--- config.mk ---
export PLATFORM = sky130hd
export DESIGN_NAME = arbiter_drr
export DESIGN_NICKNAME = d
export VERILOG_FILES = /design/src/rtl/arbiter_drr.sv
export SDC_FILE = /design/constraint.sdc
export NUM_CORES = 1
export LEC_CHECK = 0
export ABC_AREA = 1
export CAP_MARGIN = 30
export CORE_UTILIZATION = 55
export CTS_BUF_LIST = sky130_fd_sc_hd__clkbuf_16
export DETAILED_ROUTE_END_ITERATION = 7
export GPL_ROUTABILITY_DRIVEN = 1
export GPL_TIMING_DRIVEN = 1
export PLACE_DENSITY = 0.77
export SETUP_SLACK_MARGIN = 0.1
export SYNTH_ARGS = -nofsm -noshare
export SYNTH_HDL_FRONTEND = slang
export SYNTH_SLANG_ARGS = --single-unit
--- constraint.sdc ---
create_clock -name clk -period 5.72 [get_ports clk]
set_input_delay 0.858 -clock clk [delete_from_list [all_inputs] [get_ports clk]]
set_output_delay 0.858 -clock clk [all_outputs]
set_load 0.01 [all_outputs]
--- src/rtl/arbiter_drr.sv ---
// Deficit round-robin scheduler: one burst resource shared by P_REQUESTER_NUM
// requesters, each credited P_QUANTUM[i] beats per round, grant held for the whole burst.

module arbiter_drr_lane #(
    parameter int P_DEFICIT_W = 10
) (
    input  logic                   clk,
    input  logic                   rst_n,
    input  logic                   upd,
    input  logic [P_DEFICIT_W-1:0] d_nxt,
    input  logic                   vis_nxt,
    output logic [P_DEFICIT_W-1:0] deficit,
    output logic                   visited
);
    always_ff @(posedge clk) begin
        if (!rst_n) begin
            deficit <= '0;
            visited <= 1'b0;
        end else if (upd) begin
            deficit <= d_nxt;
            visited <= vis_nxt;
        end
    end
endmodule

module arbiter_drr #(
    parameter int P_REQUESTER_NUM = 4,
    parameter int P_LEN_W         = 8,
    parameter int P_DEFICIT_W     = 10,
    parameter int P_QUANTUM [P_REQUESTER_NUM] = '{8, 4, 4, 2}
) (
    input  logic                               clk,
    input  logic                               rst_n,
    input  logic [P_REQUESTER_NUM-1:0]         request,
    input  logic [P_REQUESTER_NUM*P_LEN_W-1:0] req_len,
    output logic [P_REQUESTER_NUM-1:0]         grant_valid,
    input  logic                               grant_ready,
    input  logic                               beat_done,
    output logic                               busy
);
    localparam int PTR_W = (P_REQUESTER_NUM > 1) ? $clog2(P_REQUESTER_NUM) : 1;
    localparam logic [P_DEFICIT_W-1:0] D_MAX = '1;

    typedef enum logic [1:0] {SCAN, GRANT, XFER} state_t;

    state_t                                      state, state_nxt;
    logic [PTR_W-1:0]                            ptr, ptr_nxt, ptr_inc;
    logic [P_LEN_W-1:0]                          cnt, cnt_nxt;
    logic [P_REQUESTER_NUM-1:0]                  gv_nxt;
    logic [P_REQUESTER_NUM-1:0][P_LEN_W-1:0]     len_arr;
    logic [P_REQUESTER_NUM-1:0][P_DEFICIT_W-1:0] q_tab;
    logic [P_REQUESTER_NUM-1:0][P_DEFICIT_W-1:0] deficit;
    logic [P_REQUESTER_NUM-1:0]                  visited;
    logic [P_REQUESTER_NUM-1:0]                  upd;
    logic [P_DEFICIT_W-1:0]                      d_wr, d_cur, dv, len_ext;
    logic [P_DEFICIT_W:0]                        d_sum;
    logic [P_LEN_W-1:0]                          len_eff;
    logic                                        vis_wr;

    assign len_arr = req_len;

    for (genvar g = 0; g < P_REQUESTER_NUM; g++) begin : g_lane
        assign q_tab[g] = P_DEFICIT_W'(P_QUANTUM[g]);
        arbiter_drr_lane #(.P_DEFICIT_W(P_DEFICIT_W)) u_lane (
            .clk     (clk),
            .rst_n   (rst_n),
            .upd     (upd[g]),
            .d_nxt   (d_wr),
            .vis_nxt (vis_wr),
            .deficit (deficit[g]),
            .visited (visited[g])
        );
    end

    // A zero-length request is served as a single beat.
    assign len_eff = (len_arr[ptr] == '0) ? P_LEN_W'(1) : len_arr[ptr];
    assign len_ext = P_DEFICIT_W'(len_eff);
    assign ptr_inc = (ptr == PTR_W'(P_REQUESTER_NUM - 1)) ? '0 : ptr + PTR_W'(1);
    assign d_cur   = deficit[ptr];
    assign d_sum   = {1'b0, d_cur} + {1'b0, q_tab[ptr]};
    // Quantum is credited once per visit; a revisit after a burst reuses the remainder.
    assign dv      = visited[ptr] ? d_cur
                   : (d_sum[P_DEFICIT_W] ? D_MAX : d_sum[P_DEFICIT_W-1:0]);

    always_comb begin
        state_nxt = state;
        ptr_nxt   = ptr;
        cnt_nxt   = cnt;
        gv_nxt    = grant_valid;
        upd       = '0;
        d_wr      = dv;
        vis_wr    = 1'b0;
        case (state)
            SCAN: begin
                if (|request) begin
                    upd[ptr] = 1'b1;
                    if (request[ptr] && dv >= len_ext) begin
                        d_wr        = dv - len_ext;
                        vis_wr      = 1'b1;
                        gv_nxt      = '0;
                        gv_nxt[ptr] = 1'b1;
                        cnt_nxt     = len_eff;
                        state_nxt   = GRANT;
                    end else begin
                        d_wr    = request[ptr] ? dv : '0;
                        ptr_nxt = ptr_inc;
                    end
                end
            end
            GRANT: begin
                if (grant_ready) begin
                    state_nxt = XFER;
                end else if (!request[ptr]) begin
                    gv_nxt    = '0;
                    upd[ptr]  = 1'b1;
                    d_wr      = '0;
                    ptr_nxt   = ptr_inc;
                    state_nxt = SCAN;
                end
            end
            XFER: begin
                if (beat_done) begin
                    cnt_nxt = cnt - P_LEN_W'(1);
                    if (cnt == P_LEN_W'(1)) begin
                        gv_nxt    = '0;
                        state_nxt = SCAN;
                    end
                end
            end
            default: state_nxt = SCAN;
        endcase
    end

    always_ff @(posedge clk) begin
        if (!rst_n) begin
            state       <= SCAN;
            ptr         <= '0;
            cnt         <= '0;
            grant_valid <= '0;
            busy        <= 1'b0;
        end else begin
            state       <= state_nxt;
            ptr         <= ptr_nxt;
            cnt         <= cnt_nxt;
            grant_valid <= gv_nxt;
            busy        <= (state_nxt != SCAN);
        end
    end
endmodule

==> impl_metrics.yaml, run 1 <==
finish:
  num_antenna_cells: 0
  multi_input_area_mm2: 0.00276
  fin_nets: 835
  area.growth.synth_to_final_pct: 16.0
  regArea_mm2: 0.00122
  drive_gt1_share_pct: 6.31
  fillers: 760
timing:
  min_period_over_period_pct: 81.4
  period_needed_ps: 4660
  drv_slew: 0
  fin_tns_setup_ps: 0
  worst_pin_slew_ps: 779
  finalSetupViolations: 0
  clock_skew_ps: 8.55
  relSlewSlack_pct: 48.0
  clock.fmax_mhz: 215
  rsz0062_at_grt: "no"
  hold_viol: 0
route:
  routedWlPerCell_um: 14.5
  drt_iter0_markers: 380
  wl_mm: 12.8
  num_vias: 4841
  ant_nets: 0
  first_pass_iters: 6
  viasPerCell: 5.51
  drc_errors: 0
critical_path:
  start_kind: "flip-flop"
  critPathArrivalTime_ps: 4890
  crit_path_max_fanout: 16
  required_ps: 5950
  critPathKind: "reg -> reg"
  rrSetupSlack_ps: 1060
  end_kind: "flip-flop"
yosys:
  synth-warning-count: 0
  async_reset_ff_share_pct: 0
  synth_area_mm2: 0.00453
  yosysSeqAreaShare_pct: 27.0
  synth-main-ff-cell: "dfxtp_1"
  synth_edf_count: 0
  synthCells: 740
  ys_types: 41
  ys_ff_latch: 61
  syn_nets: 803
  syn_area_per_cell_um2: 6.12
clock_tree:
  cts.path.max_buffers: 2
  post_cts_resized: 0
  cts_sinks: 61
  cts_setup_buffers: 0
  h-tree-depth: 3
  cts-root-buf: "clkbuf_16"
  clk_pin_slew_ps: 60
  ctsHoldBuffers: 0
  clk_latency_ps: 330
  cts_tree: "done"
  numCtsBuffers: 9
global_routing:
  antenna_found_initial: 0
  grt_first_pass_wirelength_mm: 20.7
  grt-ovfl-total: 0
  grt_pass1_vias: 4348
  grt_max_degree: 44
  grt_usage_pct: 30.3
status:
  outcome: "completed"
placed_design:
  portBuffers: 44
  dp_hpwl_mm: 9.23
  globalplace.congestion: 0.985
floorplan:
  start_util_pct: 57.7
  fp.coreArea_mm2: 0.00785
  die_h_um: 92.8
  pin_count: 45
  die_w_um: 92.8
  rows: 32
  dieArea_mm2: 0.00860
power:
  peakVddDrop_mv: 0.377
  power_mw: 3.73
  power_leakage_nw: 2.61
  p_per_area_mw_per_mm2: 709
job:
  max_cap_viol_count: 0
hold_path:
  hold_path.class: "reg -> reg"
-- layer usage --
metal / vias up / track usage [%] / wire, um
met3: 37 / 4.84 / 981
li1: 2429 / - / -
met2: 183 / 47.5 / 5590
met4: 0 / 13.2 / 360
met1: 2192 / 40.9 / 5830
met5: - / 0 / 0
-- cells in the mapped netlist (4+ instances only) --
library cell	count	area share, %
xor2_1	4	0.77
clkbuf_1	8	0.66
ha_1	21	5.8
buf_6	7	1.7
dfxtp_1	61	27
a32o_1	4	0.88
nand3_1	86	9.5
a21oi_1	48	5.3
o21ai_0	36	4.0
nand2_2	5	0.69
buf_2	13	1.4
inv_2	6	0.50
nand2_1	188	16
nand3_2	6	1.3
nor2_1	116	9.6
inv_1	87	7.2
-- registers in the layout (all words and copies together), names as in the netlist --
name and cells:
cnt 8, g_lane.u_lane.visited 4, grant_valid 4, state 2
busy 1, ptr 2, g_lane.u_lane.deficit 40
-- report_power, final --
group	switching [mW]	internal [mW]	leakage (nW)	total, mW
Clock	0.207	0.335	0.141	0.542
Sequential	0.0801	0.561	0.500	0.641
Combinational	1.69	0.852	1.97	2.54
Total	1.98	1.75	2.61	3.73
-- area by class of cell --
type / count / area share (%)
multi-input cells: 554 / 52.6
flip-flops and latches: 61 / 23.2
repair buffers: 50 / 9.24
inverters: 96 / 6.95
clock buffers: 9 / 4.29
well taps: 102 / 2.43
clock inverters: 7 / 1.26
-- logic make-up after synthesis --
family | count (synthesis) | synth area share [%]
and+or+nand+nor | 420 | 39.8
xor gates and xnor gates | 7 | 1.35
buffers and inverters | 125 | 12.1
adders and majority gates | 23 | 6.68
AOI/OAI and AO/OA | 104 | 13.1
DFF | 61 | 27.0
-- path summary, 6_finish.rpt --
kind / startpoint / endpoint / depth (start not counted)
max: ptr[1] / g_lane[3].u_lane.deficit[7] / 25
min: g_lane[0].u_lane.visited / g_lane[0].u_lane.visited / 2
max reg2reg: ptr[1] / g_lane[3].u_lane.deficit[7] / 25
min reg2reg: g_lane[0].u_lane.visited / g_lane[0].u_lane.visited / 2
-- cell usage in the layout (no fill, tap or decap), types with 4 or more instances in the layout --
| cell type | synthesis | routed |
|---|---|---|
| a21oi_1 | 48 | 48 |
| a32o_1 | 4 | 4 |
| buf_4 | 1 | 6 |
| clkbuf_16 | 0 | 9 |
| clkdlybuf4s50_1 | 0 | 44 |
| dfxtp_1 | 61 | 61 |
| ha_1 | 21 | 21 |
| inv_1 | 87 | 88 |
| inv_2 | 6 | 6 |
| nand2_1 | 188 | 188 |
| nand2_2 | 5 | 5 |
| nand3_1 | 86 | 86 |
| nand3_2 | 6 | 6 |
| nor2_1 | 116 | 116 |
| o21ai_0 | 36 | 36 |
| xor2_1 | 4 | 4 |
-- critical path, stage by stage, from the launching register on --
cell and delay, ps:
dfxtp_1 310, inv_1 370, buf_4 320, a21oi_1 70
a32oi_1 310, ha_1 300, nand3_1 80, nand3_1 140
nand3_2 120, nor3_2 50, nand2_2 160, nand3_1 200
ha_1 380, nand2_1 50, o21ai_0 240, nand2_1 130
a21oi_1 280, inv_1 100, o21ai_0 270, nand2_1 140
nand2_1 80, nor2_1 50, nand3_1 170, nand3_1 110
nand2_1 90, inv_1 30
-- stage by stage --
stage / setup slack [ps] / hold WS (ps) / util (%) / instance area, um^2 / instances
final: 1060 / 468 / 66.9 / 5250 / 879
after global routing: 686 / 488 / 66.9 / 5250 / 879
after CTS: 1180 / 467 / 66.9 / 5250 / 878
after global placement: 1420 / 455 / 63.1 / 4950 / 862
after detailed placement: 1230 / 458 / 63.1 / 4950 / 862
after floorplan: 1650 / 445 / - / 4530 / 740
No activity file was read; power rests on OpenSTA's default activity.
==> inputs of run 2 (changes only) <==
==> constraint.sdc (replaced) <==
create_clock -name clk -period 4.5 [get_ports clk]
set_input_delay 0.675 -clock clk [delete_from_list [all_inputs] [get_ports clk]]
set_output_delay 0.675 -clock clk [all_outputs]
set_load 0.01 [all_outputs]
==> impl_metrics.yaml, run 2 (synthesis results as in run 1) <==
status:
  outcome: "completed"
power:
  peakVddDrop_mv: 0.498
  p_sw_share_pct: 52.8
  p_per_area_mw_per_mm2: 907
  p_clk_share_pct: 14.5
  p_sw_mw: 2.56
  p_comb_share_pct: 68.3
  p_int_mw: 2.29
  power_leakage_nw: 2.66
  pwr-share-seq_pct: 17.2
route:
  drc_errors: 0
  wl_mm: 13.2
  drt_iter0_markers: 411
  routedWlPerCell_um: 14.9
  ant_nets: 0
  num_vias: 4945
  viasPerCell: 5.58
  first_pass_iters: 5
floorplan:
  rows: 32
  die_w_um: 92.8
  pin_count: 45
  fp.coreArea_mm2: 0.00785
  die_h_um: 92.8
  start_util_pct: 57.7
  dieArea_mm2: 0.00860
placed_design:
  globalplace.congestion: 0.953
  dp_hpwl_mm: 9.69
  place_inst: 868
  portBuffers: 44
timing:
  min_period_over_period_pct: 91.2
  worst_pin_slew_ps: 1050
  rsz0062_at_grt: "no"
  relSlewSlack_pct: 30.1
  fin_tns_setup_ps: 0
  hold_viol: 0
  period_needed_ps: 4100
  clock.fmax_mhz: 244
  clock_skew_ps: 12.3
  drv_slew: 0
  finalSetupViolations: 0
finish:
  largest_register_ffs: 40
  num_antenna_cells: 0
  reg_top3: "g_lane.u_lane.deficit x40, cnt x8"
  mostFrequentLayoutCell: "nand2_1"
  regMostFlops: "g_lane.u_lane.deficit"
  drive_gt1_share_pct: 8.16
  area.growth.synth_to_final_pct: 18.1
  fin_nets: 842
  final_cell_mix: "nand2_1, nor2_1, inv_1, nand3_1, dfxtp_1"
  stdcell_count: 886
  fillers: 699
global_routing:
  grt_pass1_vias: 4490
  antenna_found_initial: 0
  grt-ovfl-total: 0
  grt_first_pass_wirelength_mm: 21.1
  grt_usage_pct: 31.2
  grt_max_degree: 37
clock_tree:
  numCtsBuffers: 9
  cts_sinks: 61
  cts-root-buf: "clkbuf_16"
  clk_pin_slew_ps: 60
  cts_tree: "done"
  ctsHoldBuffers: 0
  cts.path.max_buffers: 2
  h-tree-depth: 3
  clk_latency_ps: 340
critical_path:
  cp_slowest_stage_delay_ps: 410
  cpMaxStageDelayCell: "fa_1"
  start_kind: "flip-flop"
  required_ps: 4780
  critPathKind: "reg -> reg"
  critPathArrivalTime_ps: 4380
  crit_top_cell: "nand2_1"
  crit_path_max_fanout: 7
  end_kind: "flip-flop"
job:
  max_cap_viol_count: 0
hold_path:
  hold_path.class: "reg -> reg"
==> run 2: changes by cell type in the layout (fill, tap and decap cells not counted), moves of 2 or more <==
cell,before,now
clkinv_4,0,3
inv_1,88,86
buf_4,6,13
clkinvlp_4,2,0
==> run 2: worst paths after layout <==
check | startpoint | end | slack, ps | cells after the start
worst max-delay path | ptr[1] | g_lane[0].u_lane.deficit[9] | 400 | 25
worst max register to register | ptr[1] | g_lane[0].u_lane.deficit[9] | 400 | 25
worst min register to register | g_lane[1].u_lane.visited | g_lane[1].u_lane.visited | 480 | 2
worst min-delay path | g_lane[1].u_lane.visited | g_lane[1].u_lane.visited | 480 | 2
==> run 2: cell type report <==
class	count	area (um^2)	share of cell area, %
inverter	96	365	6.83
tap	102	128	2.39
timing repair buffer	57	538	10.1
clock buffer	9	225	4.21
sequential	61	1220	22.9
multi-input combinational	554	2790	52.2
clock inverter	7	75.1	1.40
==> run 2: per-layer routing <==
layer / GRT usage, % / share of wire, % / vias up
met3: 4.84 / 8.1 / 22
met5: 0 / 0 / -
met2: 48.9 / 45 / 216
met1: 43.8 / 46 / 2264
met4: 9.74 / 1.7 / 0
li1: - / - / 2443
==> run 2: timing repair <==
action | in CTS | in global routing
gates resized for setup | 0 | 8
setup endpoints to repair | 0 | 60
buffers inserted | 0 | 2
==> run 2: metrics by stage <==
step	instance area [um^2]	power, mW	util [%]	setup slack, ps	hold WS (ps)
4_1_cts	5300	4.71	67.5	136	475
5_1_grt	5350	5.26	68.2	90.7	517
6_report	5350	4.85	68.2	396	477
3_5_place_dp	5000	3.99	63.7	152	466
3_3_place_gp	5000	3.93	63.7	221	455
2_1_floorplan	4530	3.28	-	430	445
==> run 2: worst max-delay path: cells and delay by family (launching register included) <==
| kind | cells | cell delay (ps) |
|---|---|---|
| and+or+nand+nor | 13 | 1360 |
| DFF | 1 | 350 |
| xor gates and xnor gates | 1 | 140 |
| adders and majority gates | 3 | 1010 |
| AOI/OAI and AO/OA | 4 | 830 |
| buffers and inverters | 4 | 360 |
==> run 2: power groups by stage <==
stage                     sequential, mW  combinational, mW  clock [mW]
after floorplan                    0.799               2.48           0
after global placement             0.828               3.10           0
after detailed placement           0.834               3.15           0
after CTS                          0.823               3.18       0.709
after global routing               0.846               3.69       0.726
final                              0.832               3.31       0.705
